[config.mk]
export PLATFORM = sky130hd
export DESIGN_NAME = uart_frame_parser_flat
export DESIGN_NICKNAME = d
export VERILOG_FILES = /design/src/rtl/uart_frame_parser_if.sv /design/src/rtl/uart_frame_parser.sv /design/src/flat_wrapper.sv
export SDC_FILE = /design/constraint.sdc
export NUM_CORES = 1
export LEC_CHECK = 0
export ABC_AREA = 1
export CAP_MARGIN = 20
export CORE_MARGIN = 2
export CORE_UTILIZATION = 55
export DETAILED_ROUTE_END_ITERATION = 16
export PLACE_DENSITY = 0.76
export SYNTH_ARGS = -nofsm -noshare
export SYNTH_HDL_FRONTEND = slang
export SYNTH_SLANG_ARGS = --single-unit
[constraint.sdc]
create_clock -name CLK100MHZ -period 1.8 [get_ports CLK100MHZ]
set_clock_uncertainty 0.2 [all_clocks]
set_input_delay 0.36 -clock CLK100MHZ [delete_from_list [all_inputs] [get_ports CLK100MHZ]]
set_output_delay 0.36 -clock CLK100MHZ [all_outputs]
set_load 0.02 [all_outputs]
[src/rtl/uart_frame_parser_if.sv]
// rtl/uart_frame_parser_if.sv - byte-in / payload-out handshake bundle for uart_frame_parser
//
// Signals:
//   rx_data, rx_done     : received byte and its one-cycle strobe (toward parser)
//   out_data, out_valid,
//   out_ready, out_last  : payload stream toward the consumer
//   frame_ok, frame_err  : one-cycle frame verdict pulses
//   busy                 : parser is not idle
// Modports: master = parser side, slave = UART receiver / consumer side.
interface uart_frame_parser_if #(
    parameter int DATA_WIDTH = 8
) ();
    logic [DATA_WIDTH-1:0] rx_data;
    logic                  rx_done;
    logic [DATA_WIDTH-1:0] out_data;
    logic                  out_valid;
    logic                  out_ready;
    logic                  out_last;
    logic                  frame_ok;
    logic                  frame_err;
    logic                  busy;

    modport master (
        input  rx_data, rx_done, out_ready,
        output out_data, out_valid, out_last, frame_ok, frame_err, busy
    );

    modport slave (
        output rx_data, rx_done, out_ready,
        input  out_data, out_valid, out_last, frame_ok, frame_err, busy
    );
endinterface

[src/rtl/uart_frame_parser.sv]
// rtl/uart_frame_parser.sv - SYNC/LEN/payload[/CHK] frame parser with buffered payload drain
//
// Ports:
//   CLK100MHZ : system clock, rising edge
//   reset     : asynchronous active-low reset
//   bus       : uart_frame_parser_if.master (rx byte strobe in, payload stream out,
//               frame_ok / frame_err pulses, busy)
// Configuration macro: UART_FRAME_CHECKSUM_EN
//   defined   : frame is A5, N, N payload bytes, CHK (mod-2^DATA_WIDTH sum of N and payload)
//   undefined : frame is A5, N, N payload bytes; no CHK byte, no sum logic
module uart_frame_parser #(
    parameter int DATA_WIDTH     = 8,
    parameter int MAX_LEN        = 16,
    parameter int TIMEOUT_CYCLES = 1000000
) (
    input  logic                CLK100MHZ,
    input  logic                reset,
    uart_frame_parser_if.master bus
);
    // Index carries one extra bit so a count of MAX_LEN is representable.
    localparam int IW = $clog2(MAX_LEN) + 1;
    localparam int AW = (MAX_LEN > 1) ? $clog2(MAX_LEN) : 1;
    localparam int GW = $clog2(TIMEOUT_CYCLES + 1);

    localparam logic [2:0] S_IDLE  = 3'd0;
    localparam logic [2:0] S_LEN   = 3'd1;
    localparam logic [2:0] S_PAY   = 3'd2;
`ifdef UART_FRAME_CHECKSUM_EN
    localparam logic [2:0] S_CHK   = 3'd3;
`endif
    localparam logic [2:0] S_DRAIN = 3'd4;

    localparam logic [DATA_WIDTH-1:0] SYNC_BYTE = DATA_WIDTH'(8'hA5);
    localparam logic [IW-1:0]         IDX_ONE   = IW'(1);
    localparam logic [GW-1:0]         GAP_LAST  = GW'(TIMEOUT_CYCLES - 1);

    logic [2:0]            r_state;
    logic [IW-1:0]         r_len;
    logic [IW-1:0]         r_wr_idx;
    logic [IW-1:0]         r_rd_idx;
    logic [GW-1:0]         r_gap;
    logic                  r_frame_ok;
    logic                  r_frame_err;
`ifdef UART_FRAME_CHECKSUM_EN
    logic [DATA_WIDTH-1:0] r_sum;
`endif
    logic [DATA_WIDTH-1:0] r_buf [MAX_LEN];

    logic w_active;
    logic w_gap_exp;
    logic w_len_bad;
    logic w_wr_last;
    logic w_rd_last;
    logic w_drain;
    logic w_buf_we;

    // Gap timer only runs while a frame is being received.
    assign w_active  = (r_state == S_LEN) || (r_state == S_PAY)
`ifdef UART_FRAME_CHECKSUM_EN
                     || (r_state == S_CHK)
`endif
                     ;
    // A byte arriving on the expiry cycle wins over the timeout.
    assign w_gap_exp = w_active && !bus.rx_done && (r_gap == GAP_LAST);
    assign w_len_bad = (bus.rx_data == '0) || (bus.rx_data > DATA_WIDTH'(MAX_LEN));
    assign w_wr_last = (r_wr_idx == r_len - IDX_ONE);
    assign w_rd_last = (r_rd_idx == r_len - IDX_ONE);
    assign w_drain   = (r_state == S_DRAIN);
    assign w_buf_we  = (r_state == S_PAY) && bus.rx_done;

    // Payload storage is intentionally left out of reset.
    always_ff @(posedge CLK100MHZ) begin
        if (w_buf_we) begin
            r_buf[r_wr_idx[AW-1:0]] <= bus.rx_data;
        end
    end

    always_ff @(posedge CLK100MHZ or negedge reset) begin
        if (!reset) begin
            r_state     <= S_IDLE;
            r_len       <= '0;
            r_wr_idx    <= '0;
            r_rd_idx    <= '0;
            r_gap       <= '0;
            r_frame_ok  <= 1'b0;
            r_frame_err <= 1'b0;
`ifdef UART_FRAME_CHECKSUM_EN
            r_sum       <= '0;
`endif
        end else begin
            r_frame_ok  <= 1'b0;
            r_frame_err <= 1'b0;

            if (!w_active || bus.rx_done || w_gap_exp) begin
                r_gap <= '0;
            end else begin
                r_gap <= r_gap + GW'(1);
            end

            if (w_gap_exp) begin
                r_frame_err <= 1'b1;
                r_state     <= S_IDLE;
            end else begin
                case (r_state)
                    S_IDLE: begin
                        if (bus.rx_done && (bus.rx_data == SYNC_BYTE)) begin
                            r_state <= S_LEN;
                        end
                    end
                    S_LEN: begin
                        if (bus.rx_done) begin
                            if (w_len_bad) begin
                                r_frame_err <= 1'b1;
                                r_state     <= S_IDLE;
                            end else begin
                                r_len    <= IW'(bus.rx_data);
                                r_wr_idx <= '0;
                                r_rd_idx <= '0;
`ifdef UART_FRAME_CHECKSUM_EN
                                r_sum    <= bus.rx_data;
`endif
                                r_state  <= S_PAY;
                            end
                        end
                    end
                    S_PAY: begin
                        // A5 here is ordinary payload; no resync mid-frame.
                        if (bus.rx_done) begin
                            r_wr_idx <= r_wr_idx + IDX_ONE;
`ifdef UART_FRAME_CHECKSUM_EN
                            r_sum    <= r_sum + bus.rx_data;
                            if (w_wr_last) begin
                                r_state <= S_CHK;
                            end
`else
                            if (w_wr_last) begin
                                r_frame_ok <= 1'b1;
                                r_state    <= S_DRAIN;
                            end
`endif
                        end
                    end
`ifdef UART_FRAME_CHECKSUM_EN
                    S_CHK: begin
                        if (bus.rx_done) begin
                            if (bus.rx_data == r_sum) begin
                                r_frame_ok <= 1'b1;
                                r_state    <= S_DRAIN;
                            end else begin
                                r_frame_err <= 1'b1;
                                r_state     <= S_IDLE;
                            end
                        end
                    end
`endif
                    S_DRAIN: begin
                        // Incoming bytes are dropped while the buffer drains.
                        if (bus.out_ready) begin
                            if (w_rd_last) begin
                                r_state <= S_IDLE;
                            end else begin
                                r_rd_idx <= r_rd_idx + IDX_ONE;
                            end
                        end
                    end
                    default: r_state <= S_IDLE;
                endcase
            end
        end
    end

    // Stream outputs decode straight from state so reset clears them at once.
    assign bus.out_valid = w_drain;
    assign bus.out_data  = w_drain ? r_buf[r_rd_idx[AW-1:0]] : '0;
    assign bus.out_last  = w_drain && w_rd_last;
    assign bus.frame_ok  = r_frame_ok;
    assign bus.frame_err = r_frame_err;
    assign bus.busy      = (r_state != S_IDLE);
endmodule

[src/flat_wrapper.sv]
// flat-port wrapper written by rule: the top's interface ports become plain ports
module uart_frame_parser_flat 
#(
    parameter int DATA_WIDTH     = 8,
    parameter int MAX_LEN        = 16,
    parameter int TIMEOUT_CYCLES = 1000000
)
  (CLK100MHZ, reset, bus_rx_data, bus_rx_done, bus_out_ready, bus_out_data, bus_out_valid, bus_out_last, bus_frame_ok, bus_frame_err, bus_busy);
  uart_frame_parser_if #(.DATA_WIDTH(DATA_WIDTH)) bus_i ();
  input  logic CLK100MHZ;
  input  logic reset;
  input wire logic [$bits(bus_i.rx_data)-1:0] bus_rx_data;
  input wire logic [$bits(bus_i.rx_done)-1:0] bus_rx_done;
  input wire logic [$bits(bus_i.out_ready)-1:0] bus_out_ready;
  output wire logic [$bits(bus_i.out_data)-1:0] bus_out_data;
  output wire logic [$bits(bus_i.out_valid)-1:0] bus_out_valid;
  output wire logic [$bits(bus_i.out_last)-1:0] bus_out_last;
  output wire logic [$bits(bus_i.frame_ok)-1:0] bus_frame_ok;
  output wire logic [$bits(bus_i.frame_err)-1:0] bus_frame_err;
  output wire logic [$bits(bus_i.busy)-1:0] bus_busy;
  assign bus_i.rx_data = bus_rx_data;
  assign bus_i.rx_done = bus_rx_done;
  assign bus_i.out_ready = bus_out_ready;
  assign bus_out_data = bus_i.out_data;
  assign bus_out_valid = bus_i.out_valid;
  assign bus_out_last = bus_i.out_last;
  assign bus_frame_ok = bus_i.frame_ok;
  assign bus_frame_err = bus_i.frame_err;
  assign bus_busy = bus_i.busy;
  uart_frame_parser #(.DATA_WIDTH(DATA_WIDTH), .MAX_LEN(MAX_LEN), .TIMEOUT_CYCLES(TIMEOUT_CYCLES)) u_core (.CLK100MHZ(CLK100MHZ), .reset(reset), .bus(bus_i));
endmodule
==> summary.md, run 1 <==
| Metric | Value |
|---|---|
| Status | complete, but fails checks |
| Violated checks | setup timing |
| Startpoint type of the worst setup path | register |
| Sequential share of the synthesized area | 63.8% |
| Area after DPL | 0.00922 mm^2 |
| 1st-iter DRT viols | 1099 |
| Worst IR Drop VDD | 1.07 mV |
| PD cells | 1250 mW/mm^2 |
| Top cells by area, synth | edfxtp_1 51%, dfrtp_1 13%, nor2_1 6.5% |
| Wire per inst | 24.0 um |
| First-pass GRT wire length | 35600 um |
| Clk_lat worst skew | 0.44 ns |
| Final hold viol count | 0 |
| CTS tree | done |
| Via density | 6.39 |
| Worst-path fanout max | 12 |
| Flops & latches, synth | 168 |
| P_leak | 4.25 nW |
| GRT Util Overall | 32.5% |
| Pre-CTS setup slack | -0.802 ns |
| Hold wc startpoint | u_core.r_state[2] |
| Top-count cell post-synth | nor2_1 |
| Routed wire length | 26400 um |
| Worst-path clk slew | 0.07 ns |
| Clock sink count | 168 |
| Hold Path Class | register to register |
| Unrepaired setup endpoints after global routing | true |
| Cells after synthesis | 737 |
| Worst setup margin | -0.959 ns |
| Core Rows | 42 |
| Hold Path Sink | u_core.r_state[2] |
| Slew Limit Fails | 0 |
| DR vias | 7018 |
| Worst hold path depth | 2 |
| Synthesized Nets | 756 |
| Initial Utilization | 56.9% |
| Final hold slack | 0.311 ns |
| RR Startpoint | u_core.r_rd_idx[0] |
| Slew HR | 65.7% |
| Ys Warns | 0 |
| Critical Path AT | 2.20 ns |
| Top-area cell type share of the netlist area | 50.6% |
| Largest net degree at the start of global routing | 41 |
| H-tree depth | 4 |
| Initial antenna violation count | 0 |
| Cells on worst reg2reg path | 12 |
| Crit share post-route | 153% |
| Die area | 0.0148 mm^2 |
| Endpoints failing setup | 172 |
| Number of global-route vias before repair | 6668 |
| Maximum root-to-sink buffer count | 2 |
| R2R setup slack | -0.34 ns |
| FFs w/ async S/R, synth | 23.8% |
| Synth area leader | edfxtp_1 |
| Maximum Capacitance Violations | 0 |
| HPWL reported at the end of detailed placement | 13700 um |
| CTS buffer count | 17 |
| Final ANT Viol Nets | 0 |
| Worst Path Class, Setup | register to output pin |
| # IOs | 25 |
| CTS Root Cell | clkbuf_16 |
| Mapped cell area | 0.00760 mm^2 |
| Crit path time final | 2.76 ns |
| Worst EP required | 1.24 ns |
| Share of cells above drive strength 1 | 36.2% |
| Fmax achieved | 362 MHz |
| Die Width | 122 um |
| Crit end category | output pin |
| Area delta synth->final | 44.5% |
| Die Y | 122 um |
| Yosys cell types | 36 |
| Number of fill cells in the layout | 644 |
| Total negative setup slack | -35.35 ns |
| Layout net count | 929 |
| Residual DRC | 0 |
| Final std cell area, no fill | 0.0110 mm^2 |
| R2R Path End | u_core.r_rd_idx[3] |
| Core footprint | 0.0133 mm^2 |
| EDFF count, synth | 128 |
| Port Buf Inserts | 24 |
| Router iterations before antenna repair | 6 |
| Post-synthesis average cell area | 10.3 um^2 |
| GPL Wtd Cong | 0.921 |
| Post-synth top cells | 132 x nor2_1, 128 x edfxtp_1, 116 x nand2_1 |
| Post-Route Utilization | 82.3% |
| Diodes inserted | 0 |
| Ys flop type | edfxtp_1 |
| Worst-Margin Slew | 0.514 ns |
| Grt ovf | 0 |
[final cells by class]
class | count | area (um^2) | share of cell area, %
clock inverter | 15 | 134 | 1.22
tap | 176 | 220 | 2.01
inverter | 55 | 231 | 2.11
multi-input combinational | 489 | 3160 | 28.8
timing repair buffer | 179 | 1960 | 17.9
clock buffer | 17 | 425 | 3.87
sequential | 168 | 4850 | 44.1
[layout by cell type (no fill, tap or decap), types with 5 or more instances in the layout]
master             n
nor3_1             7
buf_12            21
nand2_8            6
nand2_2           21
edfxtp_1         128
nand2_1           88
buf_4             93
o211ai_1          13
nor2_2            13
nor2_4            23
inv_1             34
nand2_4           10
buf_6             39
nand3_4            7
inv_4              7
nand3_2           11
clkinv_1           8
o22ai_1           18
a31oi_4            5
clkbuf_16         21
inv_2             12
o21ai_2            6
dfrtp_1           39
nor2_1           101
clkdlybuf4s50_1    9
ha_1               5
o21ai_0           40
xor2_1             8
o21ai_1           29
nand3_1           29
nand4_1           13
[report_power, final]
part           total [mW]  switching (mW)  internal, mW  leakage [nW]
sequential           4.48           0.177          4.30          1.70
clock                3.58            1.56          2.02         0.270
combinational        5.63            3.08          2.55          2.28
total                13.7            4.82          8.87          4.25
[critical path, cell delays in order (launching register included)]
cell and delay [ns]:
dfrtp_2 0.50, inv_8 0.16, buf_12 0.12, buf_16 0.13, o21ai_0 0.11, o22ai_1 0.24
nand2_1 0.15, a31oi_4 0.20, buf_6 0.13
[kinds of logic after synthesis]
group | synth area share (%)
fa+ha+maj | 1.15
simple gates | 19.6
buf+inv | 4.28
compound gates | 9.96
xor+xnor | 1.27
flops | 63.8
[state kept, by name, summed over array words and instances, names as in the netlist]
register and flops:
u_core.bus.frame_err 1, u_core.bus.frame_ok 1, u_core.r_buf 128, u_core.r_gap 20
u_core.r_len 5, u_core.r_rd_idx 5, u_core.r_state 3, u_core.r_wr_idx 5
[metal layers]
layer | share of wire, % | vias up | track usage (%)
li1 | - | 2921 | -
met2 | 49 | 553 | 54.6
met5 | 0 | - | 0
met1 | 35 | 3381 | 40.1
met3 | 9.7 | 163 | 6.69
met4 | 6.0 | 0 | 16.7
[repair_timing]
| item | 4_1_cts | 5_1_grt |
|---|---|---|
| hold buffers | 1 | 0 |
| pin swaps | 40 | 50 |
| setup buffers | 11 | 20 |
| endpoints found under the hold margin | 40 | 0 |
| gates resized for setup | 165 | 116 |
| endpoints found under the setup margin | 156 | 177 |
| gates cloned | 5 | 5 |
[through the flow]
stage / instances / power, mW
6_report: 1099 / 13.7
5_1_grt: 1099 / 14.1
4_1_cts: 1079 / 12.4
3_5_place_dp: 1030 / 8.03
3_3_place_gp: 1030 / 7.86
2_1_floorplan: 737 / 6.61
[worst max-delay path by stage]
stage                       start               to  slack [ns]  cells after the start
2_1_floorplan  u_core.r_rd_idx[0]  bus_out_data[0]       -0.08                      7
3_3_place_gp   u_core.r_rd_idx[1]  bus_out_data[1]       -0.75                      8
3_5_place_dp   u_core.r_rd_idx[1]  bus_out_data[6]       -0.80                      8
4_1_cts        u_core.r_rd_idx[0]  bus_out_data[5]       -0.73                      7
5_1_grt        u_core.r_rd_idx[0]  bus_out_data[0]       -1.02                      8
6_report       u_core.r_rd_idx[0]  bus_out_data[0]       -0.96                      8
Note: power is estimated with default switching activity, not from simulation.
==> run 2: changes to the inputs <==
--- a/config.mk
+++ b/config.mk
@@ -7,6 +7,7 @@
 export LEC_CHECK = 0
 export ABC_AREA = 1
 export CAP_MARGIN = 20
+export CORE_ASPECT_RATIO = 1.2
 export CORE_MARGIN = 2
 export CORE_UTILIZATION = 55
 export DETAILED_ROUTE_END_ITERATION = 16
==> summary.md, run 2 (same netlist as run 1, synthesis figures left out) <==
| Metric | Value |
|---|---|
| Slew HR | 73.9% |
| Unrepaired setup endpoints after global routing | true |
| Met1 Usage GRT | 33.6% |
| Core footprint | 0.0136 mm^2 |
| Routed wire length | 22900 um |
| Number of flip-flops under the largest register name | 128 |
| Status | complete, but fails checks |
| Largest net degree at the start of global routing | 33 |
| Crit-path leading delay family | compound AO/OA/AOI/OAI gates |
| Residual DRC | 0 |
| Final hold viol count | 0 |
| Wire per inst | 21.5 um |
| 1st-iter DRT viols | 869 |
| GRT Util Overall | 29.4% |
| Core Rows | 47 |
| PD cells | 1200 mW/mm^2 |
| Clk_lat worst skew | 0.44 ns |
| Worst Path Class, Setup | register to output pin |
| GPL Wtd Cong | 0.921 |
| Hold Path Class | primary input to async pin |
| Critical Path AT | 2.12 ns |
| First-pass GRT wire length | 33000 um |
| Worst-path clk slew | 0.06 ns |
| Layout net count | 897 |
| HPWL reported at the end of detailed placement | 13400 um |
| Via density | 6.10 |
| Crit share post-route | 149% |
| Slew Limit Fails | 0 |
| CTS Root Cell | clkbuf_16 |
| CP max-delay cell | dfrtp_2 |
| Clock sink count | 168 |
| Endpoints failing setup | 160 |
| Worst setup margin | -0.883 ns |
| Total negative setup slack | -31.94 ns |
| Startpoint type of the worst setup path | register |
| # IOs | 25 |
| Diodes inserted | 0 |
| Final hold slack | 0.167 ns |
| Router iterations before antenna repair | 6 |
| Final ANT Viol Nets | 0 |
| Worst EP required | 1.24 ns |
| Crit path buf inv count | 3 |
| CP cell instances | buf_8 -> buf_4 -> nor2_1 -> o22ai_2 -> o211ai_1 -> a21oi_4 -> buf_6 |
| Maximum Capacitance Violations | 0 |
| Initial Utilization | 55.7% |
| Number of global-route vias before repair | 6423 |
| Violated checks | setup timing |
| Commonest cells after routing, fill and taps aside | 128 x edfxtp_1, 103 x nor2_1, 101 x nand2_1 |
| Die Y | 133 um |
| Grt ovf | 0 |
| Die Width | 111 um |
| Worst-Margin Slew | 0.390 ns |
| Port Buf Inserts | 24 |
| R2R setup slack | -0.35 ns |
| Worst-path fanout max | 13 |
| Crit path time final | 2.68 ns |
| Fmax achieved | 373 MHz |
| CTS tree | done |
| Initial antenna violation count | 0 |
| Share of cells above drive strength 1 | 31.5% |
| Met3 Resource Use GR | 5.36% |
| Worst IR Drop VDD | 0.920 mV |
| Critical path's largest stage delay | 0.50 ns |
| Grt peak-use layer | met2 |
| P_leak | 3.98 nW |
| Commonest non-fill, non-tap cell in the layout | edfxtp_1 |
| DR vias | 6483 |
| Area delta synth->final | 37.1% |
| Crit end category | output pin |
| Maximum root-to-sink buffer count | 2 |
| Die area | 0.0148 mm^2 |
| GR Util met2 | 52.7% |
| Final Power | 12.5 mW |
| CTS buffer count | 17 |
| H-tree depth | 4 |
run 2: worst reg2reg max path, stage by stage, from the launching register on:
cell and delay (ns):
dfrtp_1 0.40, inv_2 0.08, ha_4 0.16, nand2_1 0.09, nand3_1 0.14, nand2_1 0.08, nor2_2 0.14, nand3_2 0.13
buf_4 0.17, buf_6 0.11, nand2_4 0.08, nand2_4 0.09, nand2_4 0.10, nand2_1 0.06, nand2_1 0.06
run 2: per-stage QoR:
stage	instance area [um^2]	util, %	cells	setup slack (ns)
after floorplan	7840	-	737	-0.0795
after global placement	9040	66.3	1008	-0.753
after detailed placement	9040	66.3	1008	-0.842
after CTS	9890	72.5	1045	-0.778
after global routing	10400	76.3	1062	-0.919
final	10400	76.3	1062	-0.883
run 2: path summary, 6_finish.rpt:
kind                                       to               start  cells past startpoint
hold / removal              u_core.r_state[1]               reset                      2
setup / recovery              bus_out_data[6]  u_core.r_rd_idx[0]                      7
setup reg to reg           u_core.r_rd_idx[0]     u_core.r_len[1]                     14
min in group CLK100MHZ       u_core.r_gap[14]    u_core.r_gap[14]                      2
max in group asynchronous    u_core.r_gap[11]               reset                      3
hold reg to reg              u_core.r_gap[14]    u_core.r_gap[14]                      2
run 2: what timing repair did:
action                                 CTS  global route
endpoints found under the hold margin   40             0
setup endpoints to repair              160           171
hold buffers                             1             0
resized for setup                      124            93
pin swaps                                7            22
gates cloned                             1             3
setup buffers                            3            16
run 2: area by class of cell:
cell class,instances,area (um^2)
flip-flops and latches,168,4850
inverters,55,235
clock inverters,14,100
fillers,796,3230
multi-input cells,489,3040
repair buffers,147,1530
clock buffers,18,439
well taps,171,214
run 2: layer usage:
| layer | vias to the layer above | routed length, um | share of wire [%] |
|---|---|---|---|
| met5 | - | 0 | 0 |
| met4 | 0 | 1150 | 5.0 |
| met3 | 83 | 1570 | 6.8 |
| met2 | 368 | 12200 | 53 |
| met1 | 3181 | 7970 | 35 |
| li1 | 2851 | - | - |
run 2: report_power, final:
part / internal [mW] / leakage [nW] / switching, mW
registers: 4.30 / 1.70 / 0.162
clock network: 1.80 / 0.268 / 1.56
logic: 2.00 / 2.01 / 2.66
